`src/rtl/oled_pixel_feeder_pkg.sv`:
```
// oled_pkg: shared types for the OLED pixel feeder.
//   - entry field widths and the packed FIFO entry layout {raw, x_dc, y_data, rgb}
//   - RGB565 field positions (red [15:11], green [10:5], blue [4:0])
//   - FSM state encoding
//   - pack_entry(): builds a FIFO entry from the push-side fields
package oled_pkg;

    localparam int unsigned X_W = 8;
    localparam int unsigned Y_W = 8;

    typedef struct packed {
        logic [4:0] r;
        logic [5:0] g;
        logic [4:0] b;
    } rgb565_t;

    localparam int unsigned RGB_W = $bits(rgb565_t);

    typedef struct packed {
        logic           raw;
        logic [X_W-1:0] x_dc;
        logic [Y_W-1:0] y_data;
        rgb565_t        rgb;
    } entry_t;

    localparam int unsigned ENTRY_W = $bits(entry_t);

    typedef enum logic [1:0] {
        ST_IDLE   = 2'd0,
        ST_STROBE = 2'd1,
        ST_WAIT   = 2'd2
    } state_t;

    function automatic entry_t pack_entry(
        input logic             raw,
        input logic [X_W-1:0]   x,
        input logic [Y_W-1:0]   y,
        input logic [RGB_W-1:0] rgb
    );
        entry_t e;
        e.raw    = raw;
        e.x_dc   = x;
        e.y_data = y;
        e.rgb    = rgb;
        return e;
    endfunction

endpackage

```
`src/rtl/oled_pixel_feeder_sync_fifo.sv`:
```
// sync_fifo: single-clock FIFO, WIDTH bits x DEPTH entries (DEPTH a power of two).
// Ports:
//   clk, resetn          clock, asynchronous active-low reset (empties the FIFO)
//   wr_en_i, wr_data_i   write request; ignored while full
//   rd_en_i, rd_data_o   pop request; rd_data_o always shows the head entry
//   full_o, empty_o      status
//   level_o              occupancy, 0..DEPTH
module sync_fifo #(
    parameter int unsigned WIDTH = 33,
    parameter int unsigned DEPTH = 16
) (
    input  logic                   clk,
    input  logic                   resetn,
    input  logic                   wr_en_i,
    input  logic [WIDTH-1:0]       wr_data_i,
    input  logic                   rd_en_i,
    output logic [WIDTH-1:0]       rd_data_o,
    output logic                   full_o,
    output logic                   empty_o,
    output logic [$clog2(DEPTH):0] level_o
);

    localparam int unsigned AW = $clog2(DEPTH);
    localparam int unsigned LW = AW + 1;

    logic [WIDTH-1:0] mem_q [DEPTH];
    logic [AW-1:0]    wr_ptr_q, wr_ptr_d;
    logic [AW-1:0]    rd_ptr_q, rd_ptr_d;
    logic [LW-1:0]    level_q, level_d;
    logic             do_wr, do_rd;

    assign do_wr     = wr_en_i && !full_o;
    assign do_rd     = rd_en_i && !empty_o;
    assign full_o    = (level_q == LW'(DEPTH));
    assign empty_o   = (level_q == '0);
    assign level_o   = level_q;
    assign rd_data_o = mem_q[rd_ptr_q];

    // Pointers wrap naturally because DEPTH is a power of two.
    always_comb begin
        wr_ptr_d = wr_ptr_q;
        rd_ptr_d = rd_ptr_q;
        level_d  = level_q;
        if (do_wr) begin
            wr_ptr_d = wr_ptr_q + AW'(1);
        end
        if (do_rd) begin
            rd_ptr_d = rd_ptr_q + AW'(1);
        end
        case ({do_wr, do_rd})
            2'b10:   level_d = level_q + LW'(1);
            2'b01:   level_d = level_q - LW'(1);
            default: level_d = level_q;
        endcase
    end

    always_ff @(posedge clk or negedge resetn) begin
        if (!resetn) begin
            wr_ptr_q <= '0;
            rd_ptr_q <= '0;
            level_q  <= '0;
        end else begin
            wr_ptr_q <= wr_ptr_d;
            rd_ptr_q <= rd_ptr_d;
            level_q  <= level_d;
        end
    end

    always_ff @(posedge clk) begin
        if (do_wr) begin
            mem_q[wr_ptr_q] <= wr_data_i;
        end
    end

endmodule

```
`src/rtl/oled_pixel_feeder.sv`:
```
// oled_pixel_feeder: queues set-pixel / raw-byte commands and hands them one at a
// time to an OLED display driver with a strobe / ready / valid handshake.
// Optional feature: define OLED_PIXEL_FEEDER_TIMEOUT_EN to abort a transfer that
// gets no drv_valid within TIMEOUT_CYCLES of strobe assertion (sets timeout_err).
// Ports:
//   clk, resetn                       clock, asynchronous active-low reset
//   push, push_raw, push_x_dc,
//   push_y_data, push_rgb             command write side
//   full, empty, level                FIFO status
//   busy                              FSM not idle
//   overflow, timeout_err, clr_err    sticky error flags and their clear
//   strobe, setpixel_raw8tx,
//   x_dc, y_data, rgb                 command to the driver (setpixel_raw8tx = 1 for pixel)
//   drv_ready, drv_valid              driver handshake (drv_valid is a 1-cycle pulse)
module oled_pixel_feeder
    import oled_pkg::*;
#(
    parameter int unsigned DEPTH          = 16,
    parameter int unsigned TIMEOUT_CYCLES = 4096
) (
    input  logic                   clk,
    input  logic                   resetn,
    input  logic                   push,
    input  logic                   push_raw,
    input  logic [X_W-1:0]         push_x_dc,
    input  logic [Y_W-1:0]         push_y_data,
    input  logic [RGB_W-1:0]       push_rgb,
    output logic                   full,
    output logic                   empty,
    output logic [$clog2(DEPTH):0] level,
    output logic                   busy,
    output logic                   overflow,
    output logic                   timeout_err,
    input  logic                   clr_err,
    output logic                   strobe,
    output logic                   setpixel_raw8tx,
    output logic [X_W-1:0]         x_dc,
    output logic [Y_W-1:0]         y_data,
    output logic [RGB_W-1:0]       rgb,
    input  logic                   drv_ready,
    input  logic                   drv_valid
);

    if (DEPTH < 2 || (DEPTH & (DEPTH - 1)) != 0) begin : g_bad_depth
        $error("oled_pixel_feeder: DEPTH must be a power of two >= 2");
    end
    if (TIMEOUT_CYCLES < 1) begin : g_bad_timeout
        $error("oled_pixel_feeder: TIMEOUT_CYCLES must be >= 1");
    end

    state_t         state_q, state_d;
    entry_t         head;
    logic           load;
    logic           strobe_q, strobe_d;
    logic           setpix_q;
    logic [X_W-1:0] x_q;
    logic [Y_W-1:0] y_q;
    logic [RGB_W-1:0] rgb_q;
    logic           ovf_q;

    sync_fifo #(
        .WIDTH (ENTRY_W),
        .DEPTH (DEPTH)
    ) u_fifo (
        .clk       (clk),
        .resetn    (resetn),
        .wr_en_i   (push),
        .wr_data_i (pack_entry(push_raw, push_x_dc, push_y_data, push_rgb)),
        .rd_en_i   (load),
        .rd_data_o (head),
        .full_o    (full),
        .empty_o   (empty),
        .level_o   (level)
    );

`ifdef OLED_PIXEL_FEEDER_TIMEOUT_EN
    localparam int unsigned CW = $clog2(TIMEOUT_CYCLES + 1);
    logic [CW-1:0] tmo_cnt_q;
    logic          tmo_q;
    logic          tmo_evt;
`endif

    always_comb begin
        state_d  = state_q;
        strobe_d = strobe_q;
        load     = 1'b0;
`ifdef OLED_PIXEL_FEEDER_TIMEOUT_EN
        tmo_evt  = 1'b0;
`endif
        unique case (state_q)
            ST_IDLE: begin
                if (!empty && drv_ready) begin
                    load     = 1'b1;
                    strobe_d = 1'b1;
                    state_d  = ST_STROBE;
                end
            end
            ST_STROBE: begin
                if (!drv_ready) begin
                    strobe_d = 1'b0;
                    state_d  = ST_WAIT;
                end
            end
            ST_WAIT: begin
                if (drv_valid) begin
                    state_d = ST_IDLE;
                end
            end
            default: begin
                strobe_d = 1'b0;
                state_d  = ST_IDLE;
            end
        endcase
`ifdef OLED_PIXEL_FEEDER_TIMEOUT_EN
        // Counter is 0 in the first strobe-high cycle, so this fires
        // TIMEOUT_CYCLES edges after strobe rose; a completing drv_valid wins.
        if (state_q != ST_IDLE && tmo_cnt_q == CW'(TIMEOUT_CYCLES - 1) &&
            !(state_q == ST_WAIT && drv_valid)) begin
            tmo_evt  = 1'b1;
            strobe_d = 1'b0;
            state_d  = ST_IDLE;
        end
`endif
    end

    always_ff @(posedge clk or negedge resetn) begin
        if (!resetn) begin
            state_q  <= ST_IDLE;
            strobe_q <= 1'b0;
        end else begin
            state_q  <= state_d;
            strobe_q <= strobe_d;
        end
    end

    // Output fields change only on a load, so they stay put through WAIT and
    // the cycle after drv_valid.
    always_ff @(posedge clk or negedge resetn) begin
        if (!resetn) begin
            setpix_q <= 1'b0;
            x_q      <= '0;
            y_q      <= '0;
            rgb_q    <= '0;
        end else if (load) begin
            setpix_q <= !head.raw;
            x_q      <= head.x_dc;
            y_q      <= head.y_data;
            rgb_q    <= head.rgb;
        end
    end

    // A same-cycle error event outranks clr_err.
    always_ff @(posedge clk or negedge resetn) begin
        if (!resetn) begin
            ovf_q <= 1'b0;
        end else begin
            ovf_q <= (ovf_q && !clr_err) || (push && full);
        end
    end

`ifdef OLED_PIXEL_FEEDER_TIMEOUT_EN
    always_ff @(posedge clk or negedge resetn) begin
        if (!resetn) begin
            tmo_cnt_q <= '0;
            tmo_q     <= 1'b0;
        end else begin
            if (load) begin
                tmo_cnt_q <= '0;
            end else if (state_q != ST_IDLE) begin
                tmo_cnt_q <= tmo_cnt_q + CW'(1);
            end
            tmo_q <= (tmo_q && !clr_err) || tmo_evt;
        end
    end
    assign timeout_err = tmo_q;
`else
    assign timeout_err = 1'b0;
`endif

    assign busy            = (state_q != ST_IDLE);
    assign strobe          = strobe_q;
    assign setpixel_raw8tx = setpix_q;
    assign x_dc            = x_q;
    assign y_data          = y_q;
    assign rgb             = rgb_q;
    assign overflow        = ovf_q;

endmodule

```
`config.mk`:
```
export PLATFORM = sky130hd
export DESIGN_NAME = oled_pixel_feeder
export DESIGN_NICKNAME = d
export VERILOG_FILES = /design/src/rtl/oled_pixel_feeder_pkg.sv /design/src/rtl/oled_pixel_feeder_sync_fifo.sv /design/src/rtl/oled_pixel_feeder.sv
export SDC_FILE = /design/constraint.sdc
export NUM_CORES = 1
export LEC_CHECK = 0
export ABC_AREA = 0
export CORE_MARGIN = 2
export CORE_UTILIZATION = 24
export DETAILED_ROUTE_END_ITERATION = 7
export GPL_TIMING_DRIVEN = 0
export PLACE_DENSITY = 0.37
export SLEW_MARGIN = 20
export SYNTH_ARGS = -nofsm -noshare
export SYNTH_HDL_FRONTEND = slang
export SYNTH_SLANG_ARGS = --single-unit
```
`constraint.sdc`:
```
create_clock -name clk -period 5.9 [get_ports clk]
set_clock_uncertainty 0.05 [all_clocks]
set_input_delay 1.18 -clock clk [delete_from_list [all_inputs] [get_ports clk]]
set_output_delay 1.18 -clock clk [all_outputs]
set_load 0.02 [all_outputs]
```
==> qor.yml <==
status: "complete, no violations"
num_antenna_cells: 0
cp_max_fo: 10
placed_area_um2: 25000
core_area_um2: 90100
port_buffers: 81
synth_cells: 993
ir_drop_v: 0.000208
grt_pass1_vias: 11441
synthesis.nets: 1042
p_leak_uw: 0.00863
setup_tns_ns: 0
synth_area_leader_cell: "edfxtp_1"
synth_area_um2: 21900
setup.worst_path.start_class: "input pin"
ctsHoldBuffers: 0
grt_max_degree: 28
drv_slew: 0
synthAdderAreaFrac: 0.00606
synth.most_common_cell: "edfxtp_1"
post_cts_buffers: 0
viasPerCell: 4.36
setup_viol: 0
cts_tree: "done"
fill_cells: 8708
drt_iter0_markers: 816
drt_first_pass_iters: 6
crit_type: "input pin to flip-flop"
power_density_nw_per_um2: 491
overflow: 0
synthTopCellsByCount: "edfxtp_1 (528), mux4_2 (132), o22ai_1 (65)"
synth_seq_cells: 578
num_vias: 10568
synth.top_cell.area_share: 0.725
multi_input_area_um2: 4590
yosysSeqAreaShare: 0.782
grt_first_pass_wirelength_mm: 84.8
relSlewSlack: 0.281
fin_cells: 2422
io_pins: 83
post_drt_wl_per_cell_um: 24.3
dieArea_um2: 93600
r2r_cells: 11
grt_antenna_before_repair: 1
period_needed_ns: 4.55
min_path_type: "input pin to asynchronous set/reset pin"
post-place-ws_ns: 0.694
fp.dieH_um: 306
dp_hpwl_mm: 38.7
yosys_warnings: 0
tightest_slew_ns: 1.08
htreeDepth: 3
cts_buffers: 68
cts_root_buffer: "clkbuf_16"
drive_above_1_share: 0.284
cp.arrival_ns: 4.98
ys.flop_type: "edfxtp_1"
cap_violations: 0
syn_avg_cell_area_um2: 22.0
drc: 0
clkTransAtPathRegs_ns: 0.06
seq_area_um2: 17100
r2r-start: "u_fifo.level_o[0]"
synthMuxAreaShare: 0.154
place.gp.congestion: 0.677
start_util: 0.243
clock-sinks: 578
rsz0062_at_grt: "false"
area_delta_synth_final_pct: 24.5
critPathRequiredTime_ns: 6.32
grt_usage: 0.127
synth.distinct_cells: 35
rows: 110
die_w_um: 306
dp_cells: 2296
synthXorXnorAreaFrac: 0.00400
fin_ws_ns: 1.35
synth-simple-area-share: 0.00995
reg2reg_setup_slack_ns: 1.77
drtAntennaViolNets: 0
worst_skew_pair.late_latency_ns: 0.60
synth-async-reset-ratio: 0.0865
fmax_mhz: 220
stdcell_area_um2: 27200
min_period_over_period: 0.772
yosys-top-cells-area: "edfxtp_1 (72%), mux4_2 (14%), dfrtp_1 (5.7%), o22ai_1 (1.9%), mux2_2 (1.7%)"
r2r_end: "u_fifo.level_o[4]"
cp-end-kind: "flip-flop"
synth_top_family_by_area: "multiplexers"
hold_viol_final: 0
synth-edff-count: 528
finalCoreUtilization: 0.302
cts_resized: 0
final_nets: 1239
wirelength_mm: 58.9
synth-compound-area-share: 0.0308
clockBufferDepth: 3
## worst max-delay path, cell delays in order
cell             delay, ns
clkdlybuf4s50_1       0.48
inv_1                 0.08
a2111oi_4             0.84
clkbuf_1              0.73
ha_1                  0.36
inv_1                 0.11
fa_1                  0.42
nor2b_1               0.13
o21ai_1               0.08
nand3_1               0.08
or3b_1                0.36
xnor2_1               0.13
## stage by stage
| step | power [µW] | hold slack, ns |
|---|---|---|
| 3_5_place_dp | 9350 | 0.442 |
| 3_3_place_gp | 9180 | 0.449 |
| 6_report | 13400 | 0.458 |
| 2_1_floorplan | 7630 | 0.478 |
| 4_1_cts | 13700 | 0.451 |
| 5_1_grt | 14100 | 0.461 |
## final cells by class
class	count	area share
Buffer	57	0.00923
Clock buffer	94	0.0717
Clock inverter	32	0.0120
Inverter	12	0.00165
Multi-Input combinational cell	346	0.168
Sequential cell	578	0.628
Tap cell	1176	0.0540
Timing Repair Buffer	127	0.0552
## worst max-delay path by stage
stage	cells after the start	to	startpoint
finish	12	u_fifo.level_o[4]	drv_ready
global route	12	u_fifo.level_o[4]	drv_ready
CTS	12	u_fifo.level_o[4]	drv_ready
detailed placement	12	u_fifo.level_o[4]	drv_ready
global placement	5	u_fifo.mem_q[3][26]	push
floorplan	4	u_fifo.mem_q[3][0]	push
## cell usage in the layout, fill, tap and decap left out, drive strengths merged, types with 15 or more instances in the layout
cell type	count
mux2	33
clkinv	21
dfrtp	50
edfxtp	528
inv	16
clkbuf	119
clkdlybuf4s50	80
a21oi	37
o22ai	65
nor2	15
buf	79
mux4	132
## kinds of logic after synthesis
| logic type | count (synthesis) |
|---|---|
| buffers and inverters | 69 |
| flip-flops | 578 |
| AO/OA/AOI/OAI | 112 |
| multiplexers | 167 |
| adder cells (fa/ha/maj) | 10 |
| XOR/XNOR | 10 |
| AND/OR/NAND/NOR | 46 |
| other | 1 |
## flip-flops by register name (all words and copies together), names as in the netlist
| register | cells |
|---|---|
| setpixel_raw8tx | 1 |
| strobe | 1 |
| x_dc | 8 |
| u_fifo.level_o | 5 |
| rgb | 16 |
| u_fifo.mem_q | 528 |
| overflow | 1 |
| state_q | 2 |
| y_data | 8 |
| u_fifo.rd_ptr_q | 4 |
| u_fifo.wr_ptr_q | 4 |
## per-layer routing
layer | GRT usage | up-vias | part of all wire
met3 | 0.0235 | 84 | 0.032
met2 | 0.206 | 200 | 0.48
met5 | 0 | - | 0
li1 | - | 4573 | -
met1 | 0.177 | 5711 | 0.47
met4 | 0.0306 | 0 | 0.018
## power by group
group          internal, µW  switching, µW
sequential             5010            228
clock                  2590           1680
combinational          1730           2150
Power figures use the tool's default switching activity.
